<file path="src/rtl/tic_tac_toe_pkg.sv">
// Shared encodings for the tic-tac-toe turn controller.
package tic_tac_toe_pkg;

    localparam logic [1:0] WHO_NONE   = 2'b00;
    localparam logic [1:0] WHO_PLAYER = 2'b01;
    localparam logic [1:0] WHO_COMP   = 2'b10;

    localparam int NUM_CELLS = 9;

    typedef enum logic [2:0] {
        P_TURN,
        P_WRITE,
        P_CHECK,
        C_TURN,
        C_WRITE,
        C_CHECK,
        OVER
    } state_t;

endpackage

</file>
<file path="src/rtl/tic_tac_toe_move_check.sv">
// Combinational move legality: position on the board and the cell still free.
module tic_tac_toe_move_check #(
    parameter int NUM_CELLS = 9,
    parameter int POS_W     = 4
) (
    input  logic [POS_W-1:0]     pos,
    input  logic [NUM_CELLS-1:0] cell_occupied,
    output logic                 legal
);

    // Occupancy widened to the full position range so any pos indexes safely.
    logic [2**POS_W-1:0] occ_ext;

    // Out-of-range positions are illegal regardless of the padded occupancy bits.
    always_comb begin
        occ_ext                  = '0;
        occ_ext[NUM_CELLS-1:0]   = cell_occupied;
        legal = (int'(pos) < NUM_CELLS) && !occ_ext[pos];
    end

endmodule

</file>
<file path="src/rtl/tic_tac_toe_turn_ctrl.sv">
// Turn sequencer for the tic-tac-toe board: grants the in-turn side, rejects
// illegal cells, issues one write strobe per accepted move, samples the
// win/draw detector and bounds the computer's reply time.
module tic_tac_toe_turn_ctrl #(
    parameter int NUM_CELLS  = tic_tac_toe_pkg::NUM_CELLS,
    parameter int POS_W      = 4,
    parameter int PC_TIMEOUT = 15
) (
    input  logic                 clock,
    input  logic                 reset,
    input  logic                 play,
    input  logic [POS_W-1:0]     player_position,
    input  logic                 pc,
    input  logic [POS_W-1:0]     computer_position,
    input  logic [NUM_CELLS-1:0] cell_occupied,
    input  logic                 game_done,
    output logic                 wr_en,
    output logic [POS_W-1:0]     wr_pos,
    output logic [1:0]           wr_who,
    output logic                 play_ack,
    output logic                 pc_ack,
    output logic                 illegal,
    output logic                 pc_timeout,
    output logic [1:0]           turn,
    output logic [3:0]           move_count,
    output logic                 game_over
);

    import tic_tac_toe_pkg::*;

    localparam logic [3:0] MAX_MOVES = 4'(NUM_CELLS);
    localparam logic [7:0] TMO_LAST  = 8'(PC_TIMEOUT - 1);

    state_t           state;
    logic [7:0]       timer;
    logic             p_armed;    // player may be accepted (dropped play since last ack)
    logic             c_armed;    // computer may be accepted (dropped pc since last ack)
    logic [POS_W-1:0] chk_pos;
    logic             legal;

    // One legality checker, fed by whichever side holds the turn.
    assign chk_pos = (turn == WHO_COMP) ? computer_position : player_position;

    tic_tac_toe_move_check #(
        .NUM_CELLS (NUM_CELLS),
        .POS_W     (POS_W)
    ) u_move_check (
        .pos           (chk_pos),
        .cell_occupied (cell_occupied),
        .legal         (legal)
    );

    // Turn FSM; strobes and write fields are registered at the accept edge so
    // they appear during the *_WRITE state, and default back to zero.
    always_ff @(posedge clock) begin
        if (reset) begin
            state      <= P_TURN;
            turn       <= WHO_PLAYER;
            wr_en      <= 1'b0;
            wr_pos     <= '0;
            wr_who     <= WHO_NONE;
            play_ack   <= 1'b0;
            pc_ack     <= 1'b0;
            illegal    <= 1'b0;
            pc_timeout <= 1'b0;
            move_count <= 4'd0;
            game_over  <= 1'b0;
            timer      <= 8'd0;
            p_armed    <= 1'b1;
            c_armed    <= 1'b1;
        end else begin
            wr_en      <= 1'b0;
            wr_pos     <= '0;
            wr_who     <= WHO_NONE;
            play_ack   <= 1'b0;
            pc_ack     <= 1'b0;
            illegal    <= 1'b0;
            pc_timeout <= 1'b0;
            if (!play) p_armed <= 1'b1;
            if (!pc)   c_armed <= 1'b1;

            case (state)
                P_TURN: begin
                    if (play && p_armed) begin
                        if (legal) begin
                            state    <= P_WRITE;
                            wr_en    <= 1'b1;
                            wr_pos   <= player_position;
                            wr_who   <= WHO_PLAYER;
                            play_ack <= 1'b1;
                            p_armed  <= 1'b0;
                            if (move_count != MAX_MOVES) move_count <= move_count + 4'd1;
                        end else begin
                            illegal <= 1'b1;
                        end
                    end
                end
                P_WRITE: state <= P_CHECK;
                P_CHECK: begin
                    if (game_done || move_count == MAX_MOVES) begin
                        state     <= OVER;
                        turn      <= WHO_NONE;
                        game_over <= 1'b1;
                    end else begin
                        state <= C_TURN;
                        turn  <= WHO_COMP;
                        timer <= 8'd0;
                    end
                end
                C_TURN: begin
                    if (pc && c_armed && legal) begin
                        state   <= C_WRITE;
                        wr_en   <= 1'b1;
                        wr_pos  <= computer_position;
                        wr_who  <= WHO_COMP;
                        pc_ack  <= 1'b1;
                        c_armed <= 1'b0;
                        if (move_count != MAX_MOVES) move_count <= move_count + 4'd1;
                    end else begin
                        // Illegal requests flag but keep the clock running.
                        if (pc && c_armed) illegal <= 1'b1;
                        if (timer == TMO_LAST) begin
                            pc_timeout <= 1'b1;
                            state      <= P_TURN;
                            turn       <= WHO_PLAYER;
                        end else begin
                            timer <= timer + 8'd1;
                        end
                    end
                end
                C_WRITE: state <= C_CHECK;
                C_CHECK: begin
                    if (game_done || move_count == MAX_MOVES) begin
                        state     <= OVER;
                        turn      <= WHO_NONE;
                        game_over <= 1'b1;
                    end else begin
                        state <= P_TURN;
                        turn  <= WHO_PLAYER;
                    end
                end
                OVER: begin
                    turn      <= WHO_NONE;
                    game_over <= 1'b1;
                end
                default: state <= P_TURN;
            endcase
        end
    end

endmodule

</file>
<file path="config.mk">
export PLATFORM = sky130hd
export DESIGN_NAME = tic_tac_toe_turn_ctrl
export DESIGN_NICKNAME = d
export VERILOG_FILES = /design/src/rtl/tic_tac_toe_pkg.sv /design/src/rtl/tic_tac_toe_move_check.sv /design/src/rtl/tic_tac_toe_turn_ctrl.sv
export SDC_FILE = /design/constraint.sdc
export NUM_CORES = 1
export LEC_CHECK = 0
export CAP_MARGIN = 20
export CORE_MARGIN = 1
export CORE_UTILIZATION = 40
export CTS_CLUSTER_SIZE = 28
export DETAILED_ROUTE_END_ITERATION = 8
export GPL_TIMING_DRIVEN = 0
export MAX_ROUTING_LAYER = met4
export PLACE_DENSITY = 0.73
export SYNTH_ARGS = -nofsm -noshare
export SYNTH_HDL_FRONTEND = slang
export SYNTH_SLANG_ARGS = --single-unit
export TNS_END_PERCENT = 100
</file>
<file path="constraint.sdc">
create_clock -name clock -period 2.75 [get_ports clock]
set_input_delay 0.6875 -clock clock [delete_from_list [all_inputs] [get_ports clock]]
set_output_delay 0.6875 -clock clock [all_outputs]
set_load 0.1 [all_outputs]
</file>
==> results of run 1 <==
==> cell families (layout without fill, tap and decap cells) <==
logic type / count (synthesis) / after routing / synth area share (%)
buf+inv: 19 / 66 / 4.73
fa+ha+maj: 4 / 4 / 2.91
mux: 6 / 6 / 3.64
simple gates: 89 / 89 / 27.5
compound gates: 62 / 62 / 25.1
flops: 31 / 31 / 36.1
==> timing repair <==
| action | in CTS | in global routing |
|---|---|---|
| endpoints found under the setup margin | 10 | 4 |
| hold buffers | 0 | 0 |
| resized for setup | 2 | 4 |
| gates cloned | 0 | 0 |
| pin swaps | 0 | 1 |
==> state kept, by name (all words and copies together), names as in the netlist <==
signal and flops:
p_armed 1, game_over 1, wr_en 1, illegal 1, c_armed 1, timer 8, state 3, pc_timeout 1
turn 2, wr_who 2, play_ack 1, move_count 4, pc_ack 1, wr_pos 4
==> power breakdown <==
group / leakage, nW / switching (mW) / internal [mW]
combinational: 0.569 / 0.511 / 0.234
clock: 0.0612 / 0.174 / 0.293
sequential: 0.251 / 0.0386 / 0.502
total: 0.881 / 0.724 / 1.03
==> path summary, 6_finish.rpt <==
path | slack (ns) | end
worst min register to register | 0.48 | game_over$_SDFFE_PP0P_
worst min-delay path | 0.48 | game_over$_SDFFE_PP0P_
worst max register to register | 0.36 | timer[6]$_SDFFE_PP0P_
worst max-delay path | 0.09 | timer[6]$_SDFFE_PP0P_
==> Yosys cell counts (2+ instances only) <==
library cell and n:
a21oi_1 10, a221oi_1 2, a22oi_1 4, a31o_2 2
a31oi_1 3, and2_1 3, and3_1 10, buf_2 2
clkbuf_1 6, dfxtp_1 31, ha_1 4, inv_1 10
mux2_2 2, mux2i_1 4, nand2_1 18, nand2b_1 3
nand3_1 9, nand3b_1 4, nor2_1 19, nor2b_1 3
nor3_1 3, nor3b_1 2, o211a_1 2, o211ai_1 5
o21ai_0 16, o31ai_1 7, or3_1 4, or4_1 6
==> per-stage QoR <==
| step | setup TNS (ns) | instances | hold WS (ns) |
|---|---|---|---|
| final | 0 | 308 | 0.482 |
| after floorplan | 0 | 211 | 0.452 |
| after global routing | 0 | 308 | 0.515 |
| after CTS | 0 | 308 | 0.489 |
| after detailed placement | -5.98 | 300 | 0.481 |
| after global placement | -6.65 | 300 | 0.469 |
==> layer usage <==
| metal | share of wire [%] | GRT usage [%] | up-vias |
|---|---|---|---|
| met5 | 0 | - | - |
| met4 | 0.97 | 7.45 | 0 |
| met3 | 5.4 | 4.73 | 6 |
| met2 | 47 | 34.2 | 45 |
| met1 | 47 | 26.7 | 804 |
| li1 | - | - | 875 |
==> cells in the final DEF, fill, tap and decap left out, types with 2 or more instances in the layout <==
| cell type | count |
|---|---|
| clkdlybuf4s50_1 | 36 |
| dfxtp_1 | 29 |
| nand2_1 | 18 |
| nor2_1 | 18 |
| o21ai_0 | 16 |
| inv_1 | 10 |
| and3_1 | 10 |
| a21oi_1 | 10 |
| nand3_1 | 9 |
| o31ai_1 | 7 |
| clkbuf_1 | 6 |
| or4_1 | 6 |
| clkbuf_8 | 6 |
| o211ai_1 | 5 |
| nand3b_1 | 4 |
| mux2i_1 | 4 |
| or3_1 | 4 |
| a22oi_1 | 4 |
| ha_1 | 4 |
| nand2b_1 | 3 |
| nor2b_1 | 3 |
| and2_1 | 3 |
| nor3_1 | 3 |
| a31oi_1 | 3 |
| buf_2 | 2 |
| mux2_2 | 2 |
| nor3b_1 | 2 |
| a31o_2 | 2 |
| o211a_1 | 2 |
| a221oi_1 | 2 |
| dlygate4sd2_1 | 2 |
| dfxtp_2 | 2 |
==> final cells by class <==
type,count,area [um^2]
Timing Repair Buffer,39,390
Fill cell,398,1760
Clock buffer,6,82.6
Sequential cell,31,623
Inverter,10,37.5
Buffer,9,43.8
Tap cell,50,62.6
Clock inverter,2,35.0
Multi-Input combinational cell,161,1020
==> worst max-delay path: stages <==
cell	delay (ns)
dlygate4sd2_1	0.30
or4b_1	0.48
o31ai_1	0.08
a2bb2oi_1	0.09
o2111a_2	0.29
o211a_4	0.28
or4_1	0.51
a21oi_1	0.15
==> flow_metrics.env, run 1 <==
export IMPL_p_per_area_nw_per_um2=763
export IMPL_ir_drop_v=0.000393
export IMPL_numCtsBuffers=5
export IMPL_first_global_vias=1555
export IMPL_yosysTopAreaCell="dfxtp_1"
export IMPL_synth_warnings=0
export IMPL_critPathKind="in2reg"
export IMPL_layout_nets=283
export IMPL_grt_pass1_wl_mm=7.20
export IMPL_area_delta_synth_final_pct=33.8
export IMPL_grt_ovfl_total=0
export IMPL_die_height_um=67.5
export IMPL_clock_root_buffer="clkbuf_8"
export IMPL_ioPinCount=40
export IMPL_drv_slew=0
export IMPL_synth_fp_nets=237
export IMPL_async_reset_ff_share_pct=0
export IMPL_dr_total_vias=1730
export IMPL_synth_top_cell_area_share_pct=36.1
export IMPL_synth_area_um2=1720
export IMPL_hold_viol_final=0
export IMPL_grt_max_degree=11
export IMPL_num_antenna_cells=0
export IMPL_hp_start="game_over$_SDFFE_PP0P_"
export IMPL_die_w_um=67.5
export IMPL_skew_ns=0.00476
export IMPL_rr_worst_depth=7
export IMPL_drt_pass1_iter_count=4
export IMPL_fp_dieArea_um2=4560
export IMPL_p_leak_nw=0.881
export IMPL_fp_coreArea_um2=4060
export IMPL_max_freq_mhz=376
export IMPL_cp_data_arrival_time_ns=2.88
export IMPL_wl_per_cell_um=13.8
export IMPL_layout_drive_gt1_share_pct=10.1
export IMPL_h_tree_depth=2
export IMPL_dp_hpwl_mm=3.13
export IMPL_timing_max_cap_violations=0
export IMPL_total_power_mw=1.75
export IMPL_worstSkewPairLatency_ns=0.29
export IMPL_syn_area_per_cell_um2=8.14
export IMPL_cts_tree="built"
export IMPL_pre_cts_ws_ns=-0.421
export IMPL_min_delay_path_class="reg2reg"
export IMPL_drt_vias_per_instance=5.62
export IMPL_critPathRequiredTime_ns=2.97
export IMPL_drtIter0Drc=109
export IMPL_rows=23
export IMPL_clk_path_buf_depth=2
export IMPL_ys_types=45
export IMPL_detail_route_antenna_nets=0
export IMPL_synth_area_leaders="dfxtp_1, o21ai_0, nor2_1"
export IMPL_startpoint_type="primary input"
export IMPL_port_buffers=39
export IMPL_seq_area_frac_synth_pct=36.1
export IMPL_relSlewSlack_pct=35.0
export IMPL_drc_errors=0
export IMPL_setup_ws_ns=0.0903
export IMPL_startpoint="computer_position[0]"
export IMPL_crit_fanout=8
export IMPL_synthFlopType="dfxtp_1"
export IMPL_synth_edf_count=0
export IMPL_period_minus_slack_ns=2.66
export IMPL_setup_worst_path_end_class="flip-flop"
export IMPL_finish_instance_area_um2=2300
export IMPL_setup_viol=0
export IMPL_rsz0062_at_grt="false"
export IMPL_clk_pin_slew_worst_paths_ns=0.07
export IMPL_synthCells=211
export IMPL_cts_sinks=31
export IMPL_cts_setup_buffers=0
export IMPL_status="complete, no violations"
export IMPL_wirelength_mm=4.24
export IMPL_dpl_cell_area_um2=2170
export IMPL_min_period_over_period_pct=96.7
export IMPL_final_util_pct=56.6
export IMPL_synth_seq_cells=31
export IMPL_worstMarginPinSlew_ns=0.972
export IMPL_antenna_found_initial=0
export IMPL_grt_usage_pct=21.5
export IMPL_worstHoldPathCells=2
export IMPL_regToRegStartpoint="turn[1]$_SDFFE_PP0P_"
export IMPL_gp_congestion=0.858
export IMPL_start_util_pct=42.3
Note: power is estimated with default switching activity, not from simulation.
==> run 2, diff against run 1 <==
- CAP_MARGIN: 20 -> 10
==> results of run 2 <==
The final DEF is identical to that of run 1; final timing and power are the same.
==> run 3, diff against run 2 <==
- CORE_MARGIN: 1 -> unset
- SLEW_MARGIN: unset -> 15
==> results of run 3 <==
The final DEF is identical to that of run 1; final timing and power are the same.
